==> config.mk <==
export PLATFORM = sky130hd
export DESIGN_NAME = dsp_add_tree_cin
export DESIGN_NICKNAME = d
export VERILOG_FILES = /design/src/rtl/dsp_add_pkg.sv /design/src/rtl/dsp_add_tree_level.sv /design/src/rtl/dsp_add_tree_cin.sv
export SDC_FILE = /design/constraint.sdc
export NUM_CORES = 1
export LEC_CHECK = 0
export ABC_AREA = 1
export CAP_MARGIN = 10
export CORE_MARGIN = 2
export CORE_UTILIZATION = 47
export CTS_CLUSTER_DIAMETER = 80
export DETAILED_ROUTE_END_ITERATION = 8
export GPL_TIMING_DRIVEN = 1
export PLACE_DENSITY = 0.67
export SETUP_SLACK_MARGIN = 0.4
export SLEW_MARGIN = 20
export SYNTH_ARGS = -nofsm -noshare
export SYNTH_HDL_FRONTEND = slang
export SYNTH_SLANG_ARGS = --single-unit
==> constraint.sdc <==
create_clock -name clk -period 12.4 [get_ports clk]
set_input_delay 1.86 -clock clk [delete_from_list [all_inputs] [get_ports clk]]
set_output_delay 1.86 -clock clk [all_outputs]
set_load 0.005 [all_outputs]
==> src/rtl/dsp_add_pkg.sv <==
// Shared types and elaboration helpers for the pipelined signed adder tree.
// All helpers are constant functions used to size levels and locate their slices.
package dsp_add_pkg;

    localparam int MIN_INPUTS = 2;
    localparam int MAX_INPUTS = 32;

    typedef struct packed {
        logic valid;
        logic first;
        logic last;
    } side_t;

    function automatic int tree_depth(input int n);
        int d;
        d = 0;
        while ((1 << d) < n) d++;
        return d;
    endfunction

    // Elements present at tree level k (level 0 is the compensated operands).
    function automatic int level_count(input int n, input int k);
        return (n + (1 << k) - 1) >> k;
    endfunction

    // Bit offset of level k in the flattened level bus; level j elements are w0+j bits wide.
    function automatic int level_offset(input int n, input int w0, input int k);
        int off;
        off = 0;
        for (int j = 0; j < k; j++) off += level_count(n, j) * (w0 + j);
        return off;
    endfunction

    function automatic int add_latency(input int n, input int acc);
        return 1 + tree_depth(n) + ((acc != 0) ? 1 : 0);
    endfunction

    function automatic int min_out_width(input int n, input int in_width);
        return in_width + tree_depth(n) + 1;
    endfunction

endpackage

==> src/rtl/dsp_add_tree_level.sv <==
// One registered pairwise adder level of the tree; each output is one bit wider than its inputs.
// Bubbles (valid=0) leave the data registers untouched so the final level holds the last result.
module dsp_add_tree_level
    import dsp_add_pkg::*;
#(
    parameter int N_IN = 2,
    parameter int W_IN = 19
) (
    input  logic                                    clk,
    input  logic                                    areset,
    input  logic                                    clken,
    input  logic                                    dsp_reset,
    input  logic [N_IN*W_IN-1:0]                    in_data,
    input  side_t                                   in_side,
    output logic [((N_IN+1)/2)*(W_IN+1)-1:0]        out_data,
    output side_t                                   out_side
);

    localparam int N_OUT = (N_IN + 1) / 2;
    localparam int W_OUT = W_IN + 1;
    localparam int W_PAD = 2 * N_OUT * W_IN;

    logic [W_PAD-1:0]       pad;
    logic [N_OUT*W_OUT-1:0] sum_d, sum_q;
    side_t                  side_q;

    // An odd trailing element is paired with a zero slot, i.e. passed through unchanged.
    assign pad = W_PAD'(in_data);

    always_comb begin
        sum_d = '0;
        for (int i = 0; i < N_OUT; i++) begin
            sum_d[i*W_OUT +: W_OUT] = W_OUT'(signed'(pad[(2*i)*W_IN +: W_IN]))
                                    + W_OUT'(signed'(pad[(2*i+1)*W_IN +: W_IN]));
        end
    end

    always_ff @(posedge clk or posedge areset) begin
        if (areset) begin
            sum_q  <= '0;
            side_q <= '0;
        end else if (clken) begin
            if (dsp_reset) begin
                side_q <= '0;
            end else begin
                side_q <= in_side;
                if (in_side.valid) begin
                    sum_q <= sum_d;
                end
            end
        end
    end

    assign out_data = sum_q;
    assign out_side = side_q;

endmodule

==> src/rtl/dsp_add_tree_cin.sv <==
// N-input signed adder tree with per-operand compensate carry, valid/first/last sideband
// and an optional group accumulator with sticky signed-overflow detection.
module dsp_add_tree_cin
    import dsp_add_pkg::*;
#(
    parameter int NUM_INPUTS = 8,
    parameter int IN_WIDTH   = 18,
    parameter int OUT_WIDTH  = 48,
    parameter int ACCUMULATE = 0
) (
    input  logic                           clk,
    input  logic                           areset,
    input  logic                           clken,
    input  logic                           dsp_reset,
    input  logic [NUM_INPUTS*IN_WIDTH-1:0] op,
    input  logic [NUM_INPUTS-1:0]          cin,
    input  logic                           in_valid,
    input  logic                           in_first,
    input  logic                           in_last,
    output logic [OUT_WIDTH-1:0]           result,
    output logic                           out_valid,
    output logic                           out_ovf
);

    localparam int D       = tree_depth(NUM_INPUTS);
    localparam int W0      = IN_WIDTH + 1;
    localparam int W_SUM   = W0 + D;
    localparam int BUS_W   = level_offset(NUM_INPUTS, W0, D + 1);
    localparam int SUM_OFF = level_offset(NUM_INPUTS, W0, D);

    if (NUM_INPUTS < MIN_INPUTS || NUM_INPUTS > MAX_INPUTS) begin : g_bad_num_inputs
        $error("dsp_add_tree_cin: NUM_INPUTS out of range");
    end
    if (OUT_WIDTH < min_out_width(NUM_INPUTS, IN_WIDTH)) begin : g_bad_out_width
        $error("dsp_add_tree_cin: OUT_WIDTH too narrow for the tree sum");
    end

    logic [NUM_INPUTS*W0-1:0] t_d, t_q;
    side_t                    side0_d, side0_q;
    logic [BUS_W-1:0]         lvl_bus;
    side_t [D:0]              side_bus;
    logic [OUT_WIDTH-1:0]     sum_ext;
    side_t                    tree_side;

    // Stage 0: fold each compensate carry into its sign-extended operand.
    always_comb begin
        t_d = '0;
        for (int i = 0; i < NUM_INPUTS; i++) begin
            t_d[i*W0 +: W0] = W0'(signed'(op[i*IN_WIDTH +: IN_WIDTH])) + W0'(cin[i]);
        end
    end

    assign side0_d = '{valid: in_valid, first: in_first, last: in_last};

    always_ff @(posedge clk or posedge areset) begin
        if (areset) begin
            t_q     <= '0;
            side0_q <= '0;
        end else if (clken) begin
            if (dsp_reset) begin
                side0_q <= '0;
            end else begin
                side0_q <= side0_d;
                if (in_valid) begin
                    t_q <= t_d;
                end
            end
        end
    end

    assign lvl_bus[NUM_INPUTS*W0-1:0] = t_q;
    assign side_bus[0]                = side0_q;

    for (genvar k = 0; k < D; k++) begin : g_lvl
        localparam int N_K   = level_count(NUM_INPUTS, k);
        localparam int W_K   = W0 + k;
        localparam int N_NX  = level_count(NUM_INPUTS, k + 1);
        localparam int OFF_K = level_offset(NUM_INPUTS, W0, k);
        localparam int OFF_N = level_offset(NUM_INPUTS, W0, k + 1);

        dsp_add_tree_level #(
            .N_IN (N_K),
            .W_IN (W_K)
        ) u_level (
            .clk       (clk),
            .areset    (areset),
            .clken     (clken),
            .dsp_reset (dsp_reset),
            .in_data   (lvl_bus[OFF_K +: N_K*W_K]),
            .in_side   (side_bus[k]),
            .out_data  (lvl_bus[OFF_N +: N_NX*(W_K+1)]),
            .out_side  (side_bus[k+1])
        );
    end

    assign sum_ext   = OUT_WIDTH'(signed'(lvl_bus[SUM_OFF +: W_SUM]));
    assign tree_side = side_bus[D];

    if (ACCUMULATE != 0) begin : g_acc
        logic [OUT_WIDTH-1:0] acc_q, acc_d, base, res_q;
        logic                 ovf_q, ovf_d, add_ovf;
        logic                 out_valid_q, out_ovf_q;

        // A first beat restarts from zero, so it can never overflow on its own.
        always_comb begin
            base    = tree_side.first ? '0 : acc_q;
            acc_d   = base + sum_ext;
            add_ovf = (base[OUT_WIDTH-1] == sum_ext[OUT_WIDTH-1])
                   && (acc_d[OUT_WIDTH-1] != base[OUT_WIDTH-1]);
            ovf_d   = (tree_side.first ? 1'b0 : ovf_q) | add_ovf;
        end

        always_ff @(posedge clk or posedge areset) begin
            if (areset) begin
                acc_q       <= '0;
                ovf_q       <= 1'b0;
                res_q       <= '0;
                out_valid_q <= 1'b0;
                out_ovf_q   <= 1'b0;
            end else if (clken) begin
                if (dsp_reset) begin
                    acc_q       <= '0;
                    ovf_q       <= 1'b0;
                    out_valid_q <= 1'b0;
                    out_ovf_q   <= 1'b0;
                end else begin
                    out_valid_q <= tree_side.valid && tree_side.last;
                    if (tree_side.valid) begin
                        acc_q <= acc_d;
                        ovf_q <= ovf_d;
                        if (tree_side.last) begin
                            res_q     <= acc_d;
                            out_ovf_q <= ovf_d;
                        end
                    end
                end
            end
        end

        assign result    = res_q;
        assign out_valid = out_valid_q;
        assign out_ovf   = out_ovf_q;
    end else begin : g_noacc
        assign result    = sum_ext;
        assign out_valid = tree_side.valid;
        assign out_ovf   = 1'b0;
    end

endmodule

---- Yosys cells after proc, flatten, opt, wreduce, memory -nomap -nowiden ----
Index checks and enable logic that the tools add are counted.
storage, ports and cells
  bits of input ports ..................... 159
  word-level logic and storage cells ...... 38
  flip-flop bits (word level) ............. 306
  output and inout bits ................... 50
operators by class
  reduce and logical (&&, ||, !) cells .... 4
  mux-type cells .......................... 4
  $add $sub $neg .......................... 15
  bitwise operators ....................... 1
operators with widths
  cell                     count
  adder 18 x 2 -> 19 bit   8
  adder 19 x 19 -> 20 bit  4
  adder 20 x 20 -> 21 bit  2
  adder 21 x 21 -> 22 bit  1
  two-way mux 3 bit        4
  AND reduction 3 bit      4
  NOT 1 bit                1

---- Depth between registers and ports, before layout ----
Gate-level depths: netlist (run 1).
  word-level depth ........................ 2
  mapped depth ............................ 13
  depth with buffers taken out ............ 13

---- By module ----
Synthesis (run 1) repeated with hierarchy kept, for this count alone.
unflattened totals
  cells, all modules ...................... 3520
  area, all modules ....................... 23476.3 um^2
modules (own cells, without submodules)
  module                                 instances  area each (um^2)  cells an instance  sequential area each (um^2)
  dsp_add_tree_cin                       1          9236.4            1319               3878.7
  dsp_add_tree_level (g_lvl[0].u_level)  1          7701.1            1185               2077.0
  dsp_add_tree_level (g_lvl[1].u_level)  1          4121.5            630                1126.1
  dsp_add_tree_level (g_lvl[2].u_level)  1          2417.3            386                625.6

---- Worst setup path before layout (run 1) ----
No wires, ideal clock.
  kind .................................... input to register
  start point ............................. in op[54]
  end point ............................... reg t_q[73]
  slack ................................... 9.250 ns
  required time ........................... 12.283 ns
  path buffers ............................ 0
  stages .................................. 11
  arrival ................................. 3.032 ns
  setup time .............................. 0.117 ns
  cells stage by stage .................... ha_1 ha_1 nand3_1 nor2_2 nand2_1 nor2_2 nand2_2 nor2_2 nand2_1 nand3_1 nand2_1
between the ends
  cells in the longest elaborated chain, start to end .. 1
ends and longest elaborated chain
  what                    RTL line                source
  from (decl)             dsp_add_tree_cin.sv:15  input logic [NUM_INPUTS*IN_WIDTH-1:0] op,
  adder 18 x 2 -> 19 bit  dsp_add_tree_cin.sv:49  t_d[i*W0 +: W0] = W0'(signed'(op[i*IN_WIDTH +: IN_WIDTH])) + W0'(cin[i]);
  to (signal assigned)    dsp_add_tree_cin.sv:65  t_q <= t_d;
  to (decl)               dsp_add_tree_cin.sv:38  logic [NUM_INPUTS*W0-1:0] t_d, t_q;
Every way passes these cells.
A chain may end at the register's enable or synchronous reset.

---- Worst setup path after layout (run 1) ----
  start point ............................. in clken
  end point ............................... reg t_q[150]
between the ends
  cells in the longest elaborated chain, start to end .. 1
ends and longest elaborated chain
  what                           RTL line                source
  from (decl)                    dsp_add_tree_cin.sv:13  input logic clken,
  AND reduction 3 bit (no line)  --
Every way passes these cells.

==> flow_metrics.env, run 1 <==
export IMPL_status="complete, no violations"
export IMPL_grt_overflow=0
export IMPL_final_core_util=0.550
export IMPL_synth_ff_type="dfrtp_1"
export IMPL_rr_worst_depth=8
export IMPL_place_area_um2=24900
export IMPL_seq_area_frac_synth=0.333
export IMPL_clkTransAtPathRegs_ns=0.06
export IMPL_final_hold_viol_count=0
export IMPL_syn_inst=3374
export IMPL_place_ws_ns=7.31
export IMPL_postLayoutCellArea_um2=26200
export IMPL_setup_viol=0
export IMPL_synth_edff_count=0
export IMPL_cap_violations=0
export IMPL_numCtsBuffers=37
export IMPL_gp_congestion=0.915
export IMPL_grt_pass1_vias=20300
export IMPL_die_h_um=223
export IMPL_grt_total_usage=0.254
export IMPL_layout_drive_gt1_share=0.0295
export IMPL_startpoint_type="primary input"
export IMPL_critical_path_max_stage_delay_ns=0.84
export IMPL_crit_required_ns=12.83
export IMPL_clockBufferDepth=3
export IMPL_num_antenna_cells=0
export IMPL_place_hpwl_mm=49.6
export IMPL_grt_busiest_layer="met2"
export IMPL_vdd_drop_max_v=0.0000871
export IMPL_syn_nets=3693
export IMPL_worstPathMaxFanout=106
export IMPL_ys_top_cells_by_area="dfrtp_1, nand2_1, ha_1"
export IMPL_cts_hold_buf=0
export IMPL_critical_path_arrival_ns=4.99
export IMPL_slew_violations=0
export IMPL_drt_iter0_drc=1515
export IMPL_synth_async_reset_ratio=1.00
export IMPL_die_area_um2=49700
export IMPL_multi_input_area_um2=13200
export IMPL_insertion_delay_ns=0.56
export IMPL_syn_area_um2=22500
export IMPL_cts_sinks=300
export IMPL_viasPerCell=5.13
export IMPL_grt_pass1_wl_mm=103
export IMPL_placement_io_buffers=205
export IMPL_yosys_cell_types_count=44
export IMPL_h_tree_depth=2
export IMPL_met1_usage=0.379
export IMPL_period_needed_ns=4.55
export IMPL_grt_util_met3=0.0319
export IMPL_die_w_um=223
export IMPL_r2r_start="side0_q[2]$_DFFE_PP0P_"
export IMPL_grtUsageMet2=0.388
export IMPL_post_route_drc_count=0
export IMPL_hold_depth=2
export IMPL_cp_slowest_cell="buf_4"
export IMPL_p_leak_nw=13.8
export IMPL_rsz0062_at_grt="no"
export IMPL_powerDensity_nw_per_um2=189
export IMPL_firstDrtPassIters=5
export IMPL_worst_path_most_repeated_cell="buf_4"
export IMPL_fin_hold_ws_ns=0.471
export IMPL_finalCritPeriodShare=0.367
export IMPL_vias=21400
export IMPL_ys_seq_elements=300
export IMPL_cp_buffers_inverters=3
export IMPL_path_depth=7
export IMPL_final_common_cell="nand2_1"
export IMPL_floorplan_initialDensity=0.474
export IMPL_root_buffer="clkbuf_16"
export IMPL_postSynthAreaPerCell_um2=6.68
export IMPL_postCtsSetupRepairBufs=0
export IMPL_grt_max_degree=180
export IMPL_rows=80
export IMPL_fmax_mhz=220
export IMPL_syn_to_final_growth_pct=16.1
export IMPL_critPathKind="in -> reg"
export IMPL_final_cell_mix="nand2_1, inv_1, dfrtp_1, nand3_1, nor2_1"
export IMPL_routed_wl_mm=62.2
export IMPL_path_cells="clkdlybuf4s50_1 > nand3_4 > buf_4 > buf_4 > o21ai_0 > nand2_1 > o21ai_1"
export IMPL_cts_resized=0
export IMPL_worst_pin_slew_ns=0.982
export IMPL_cts_tree="built"
export IMPL_nFillCells=4675
export IMPL_antenna_found_initial=0
export IMPL_final_nets=3854
export IMPL_hold_path_class="reg -> reg"
export IMPL_crit_start="clken"
export IMPL_routedWlPerCell_um=14.9
export IMPL_ios=209
export IMPL_drtAntennaViolNets=0
export IMPL_layout_area_seq_um2=7510
export IMPL_fin_tns_setup_ns=0
export IMPL_yosys_area_top_type="dfrtp_1"
export IMPL_relSlewSlack=0.345
export IMPL_clock_skew_ns=0.0218
export IMPL_synth_top_area_share=0.333
export IMPL_hold_path_startpoint="g_lvl[2].u_level.out_data[1]$_DFFE_PP0P_"
export IMPL_core_um2=47500
export IMPL_fin_ws_ns=7.85
export IMPL_worst_path_dominant_cell_family="buffers and inverters"
export IMPL_cp_end_kind="flop"
export IMPL_yosys_warnings=0
-- layout make-up --
type	instances	area share
Timing Repair Buffer	211	0.0806
Sequential cell	300	0.287
Multi-Input combinational cell	2621	0.503
Clock buffer	47	0.0384
Tap cell	615	0.0294
Inverter	364	0.0525
Clock inverter	17	0.00890
-- synthesized netlist by cell type (2+ instances only) --
master,instances
a21oi_1,115
a22o_1,2
and2_1,4
buf_1,2
buf_2,28
buf_4,29
buf_6,3
clkbuf_1,26
dfrtp_1,300
fa_1,7
ha_1,153
inv_1,361
inv_2,3
mux2_2,2
nand2_1,1367
nand2_2,2
nand3_1,265
nand3_2,3
nand3b_1,40
nand4_1,41
nor2_1,233
nor2_2,16
nor2_4,2
nor3_1,39
nor3_2,3
nor3_4,2
nor3b_1,2
o211ai_1,2
o21ai_0,150
o21ai_1,26
o21bai_1,12
o31ai_1,8
or2_2,3
xnor2_1,72
xor2_1,42
-- flip-flops by register name, summed over array words and instances, names as in the netlist --
register / cells
g_lvl.u_level.out_data: 144
side0_q: 1
t_q: 152
g_lvl.u_level.out_side: 3
-- kinds of logic (layout without fill, tap and decap cells) --
group | after synthesis | in the layout | synth area share
adders and majority gates | 160 | 160 | 0.0911
muxes | 2 | 2 | 0.000999
AOI/OAI and AO/OA | 319 | 319 | 0.0740
buffers and inverters | 453 | 639 | 0.0829
and+or+nand+nor | 2025 | 2025 | 0.374
DFF | 300 | 300 | 0.333
other | 1 | 1 | 0.000166
xor gates and xnor gates | 114 | 114 | 0.0443
-- final timing paths --
| path | slack [ns] | end |
|---|---|---|
| max in group asynchronous | 9.04 | g_lvl[0].u_level.out_data[70]$_DFFE_PP0P_ |
| hold reg to reg | 0.47 | g_lvl[2].u_level.out_data[1]$_DFFE_PP0P_ |
| min in group asynchronous | 1.86 | t_q[3]$_DFFE_PP0P_ |
| hold / removal | 0.47 | g_lvl[2].u_level.out_data[1]$_DFFE_PP0P_ |
| setup / recovery | 7.85 | t_q[150]$_DFFE_PP0P_ |
| setup reg to reg | 9.89 | g_lvl[0].u_level.out_data[9]$_DFFE_PP0P_ |
-- tightest hold or removal path, cell delays in order, from the launching register on --
cell,delay [ns]
dfrtp_1,0.34
nand2_1,0.06
nand2_1,0.05
-- report_power, final --
part           total (W)  switching (W)  internal (W)
Combinational    0.00233        0.00139      0.000945
Sequential       0.00151       0.000237       0.00127
Clock            0.00110       0.000440      0.000661
Total            0.00494        0.00207       0.00288
-- metal layers --
layer	wire, µm	share of wire	up-vias
met5	0	0	-
met3	3300	0.053	68
met4	1370	0.022	0
met1	31400	0.50	9759
met2	26100	0.42	519
li1	-	-	11100
-- per-stage QoR --
stage          total power [W]  std cells
2_1_floorplan          0.00314       3374
3_3_place_gp           0.00381       4111
3_5_place_dp           0.00384       4111
4_1_cts                0.00498       4175
5_1_grt                0.00540       4175
6_report               0.00494       4175
No activity file was read; power rests on OpenSTA's default activity.
==> run 2: changes to the inputs <==
--- a/config.mk
+++ b/config.mk
@@ -12,7 +12,7 @@
 export CTS_CLUSTER_DIAMETER = 80
 export DETAILED_ROUTE_END_ITERATION = 8
 export GPL_TIMING_DRIVEN = 1
-export PLACE_DENSITY = 0.67
+export PLACE_DENSITY = 0.7
 export SETUP_SLACK_MARGIN = 0.4
 export SLEW_MARGIN = 20
 export SYNTH_ARGS = -nofsm -noshare
==> constraint.sdc (replaced) <==
create_clock -name clk -period 3.8 [get_ports clk]
set_input_delay 0.57 -clock clk [delete_from_list [all_inputs] [get_ports clk]]
set_output_delay 0.57 -clock clk [all_outputs]
set_load 0.005 [all_outputs]
==> run 2 against run 1 <==
Against the previous run:
- total power grew to 3.3 times the previous value
- final area is 0.54% higher
- worst setup slack worse by 6.6 ns
- clock power grew to 3.4 times the previous value
- core utilization is 0.30 points higher
- cell count is 0.19% higher
==> flow_metrics.env, run 2 (synthesis results as in run 1) <==
export IMPL_fin_hold_ws_ns=0.443
export IMPL_grt_max_degree=225
export IMPL_p_leak_nw=13.8
export IMPL_routedWlPerCell_um=13.8
export IMPL_finalCritPeriodShare=0.663
export IMPL_final_cell_mix="nand2_1, inv_1, dfrtp_1, nand3_1, nor2_1"
export IMPL_grt_pass1_vias=19800
export IMPL_final_hold_viol_count=0
export IMPL_viasPerCell=5.02
export IMPL_cts_resized=0
export IMPL_routed_wl_mm=57.7
export IMPL_syn_to_final_growth_pct=16.7
export IMPL_root_buffer="clkbuf_16"
export IMPL_cp_buffers_inverters=1
export IMPL_antenna_found_initial=0
export IMPL_worst_pin_slew_ns=0.920
export IMPL_cts_hold_buf=0
export IMPL_drt_iter0_drc=1367
export IMPL_ios=209
export IMPL_place_hpwl_mm=45.8
export IMPL_vias=21000
export IMPL_die_w_um=223
export IMPL_vdd_drop_max_v=0.000254
export IMPL_worstPathMaxFanout=28
export IMPL_cp_slowest_cell="dfrtp_1"
export IMPL_final_core_util=0.553
export IMPL_critical_path_arrival_ns=1.95
export IMPL_timing_rr_end="g_lvl[0].u_level.out_data[16]$_DFFE_PP0P_"
export IMPL_critPathKind="reg -> out"
export IMPL_crit_required_ns=3.23
export IMPL_cap_violations=0
export IMPL_layout_drive_gt1_share=0.0328
export IMPL_relSlewSlack=0.387
export IMPL_die_h_um=223
export IMPL_grt_pass1_wl_mm=97.7
export IMPL_critical_path_max_stage_delay_ns=0.76
export IMPL_top_register="t_q"
export IMPL_drtAntennaViolNets=0
export IMPL_clockBufferDepth=3
export IMPL_insertion_delay_ns=0.55
export IMPL_grt_overflow=0
export IMPL_endpoint="result[33]"
export IMPL_grt_total_usage=0.239
export IMPL_slew_violations=0
export IMPL_num_antenna_cells=0
export IMPL_cts_tree="built"
export IMPL_powerDensity_nw_per_um2=615
export IMPL_numCtsBuffers=37
export IMPL_post_route_drc_count=0
export IMPL_die_area_um2=49700
export IMPL_total_power_w=0.0162
export IMPL_hold_path_class="in -> async"
export IMPL_ff2ff_setup_slack_ns=1.73
export IMPL_gp_congestion=0.921
export IMPL_status="complete, no violations"
export IMPL_cp_end_kind="primary output"
export IMPL_startpoint_type="flop"
export IMPL_final_common_cell="nand2_1"
export IMPL_final_nets=3860
export IMPL_postCtsSetupRepairBufs=0
export IMPL_period_needed_ns=2.52
export IMPL_largest_register_ffs=152
export IMPL_crit_start="g_lvl[2].u_level.out_data[21]$_DFFE_PP0P_"
export IMPL_placement_io_buffers=205
export IMPL_path_cells="clkdlybuf4s50_1"
export IMPL_r2r_start="t_q[0]$_DFFE_PP0P_"
export IMPL_clkTransAtPathRegs_ns=0.06
export IMPL_firstDrtPassIters=5
export IMPL_h_tree_depth=2
export IMPL_rows=80
export IMPL_core_um2=47500
export IMPL_path_depth=1
export IMPL_rr_worst_depth=10
export IMPL_clock_skew_ns=0.0161
export IMPL_fmax_mhz=397
export IMPL_setup_viol=0
export IMPL_cts_sinks=300
export IMPL_worst_path_dominant_cell_family="flip-flops"
export IMPL_floorplan_initialDensity=0.474
export IMPL_rsz0062_at_grt="no"
-- run 2: changes by cell type in the layout (fill, tap and decap cells not counted) --
cell        before  now
buf_12           1    4
clkinvlp_4       4    5
clkbuf_8         4   12
inv_6            2    3
buf_4            5    8
clkbuf_1         6    2
clkinv_8         2    0
inv_8            1    0
clkinv_4         2    1
-- run 2: report_power, final --
group          internal, W  leakage [nW]  switching [W]
logic              0.00309          9.43        0.00443
clock network      0.00230         0.631        0.00143
registers          0.00416          3.78       0.000761
total              0.00954          13.8        0.00662
-- run 2: worst min path at each step --
stage	start	endpoint
2_1_floorplan	g_lvl[0].u_level.out_data[20]$_DFFE_PP0P_	g_lvl[0].u_level.out_data[20]$_DFFE_PP0P_
3_3_place_gp	g_lvl[2].u_level.out_data[1]$_DFFE_PP0P_	g_lvl[2].u_level.out_data[1]$_DFFE_PP0P_
3_5_place_dp	g_lvl[0].u_level.out_data[20]$_DFFE_PP0P_	g_lvl[0].u_level.out_data[20]$_DFFE_PP0P_
4_1_cts	areset	t_q[1]$_DFFE_PP0P_
5_1_grt	areset	t_q[1]$_DFFE_PP0P_
6_report	areset	t_q[1]$_DFFE_PP0P_
-- run 2: stage by stage --
step | setup WS (ns) | instance area (µm²) | TNS, ns | cells
after floorplan | -0.757 | 22500 | -227.12 | 3374
after global placement | 0.998 | 25000 | 0 | 4117
after global routing | 1.14 | 26300 | 0 | 4183
final | 1.28 | 26300 | 0 | 4183
after CTS | 1.20 | 26300 | 0 | 4183
after detailed placement | 0.986 | 25000 | 0 | 4117
-- run 2: layout make-up --
| type | count | area [µm²] |
|---|---|---|
| Clock buffer | 51 | 1100 |
| Clock inverter | 15 | 200 |
| Fill cell | 4676 | 21200 |
| Inverter | 364 | 1370 |
| Multi-Input combinational cell | 2621 | 13200 |
| Sequential cell | 300 | 7510 |
| Tap cell | 615 | 769 |
| Timing Repair Buffer | 217 | 2190 |
-- run 2: metal layers --
layer	wire, µm	up-vias	GRT usage
li1	-	11100	-
met1	30000	9366	0.359
met2	23500	433	0.356
met3	2680	94	0.0311
met4	1550	0	0.0725
met5	0	-	0
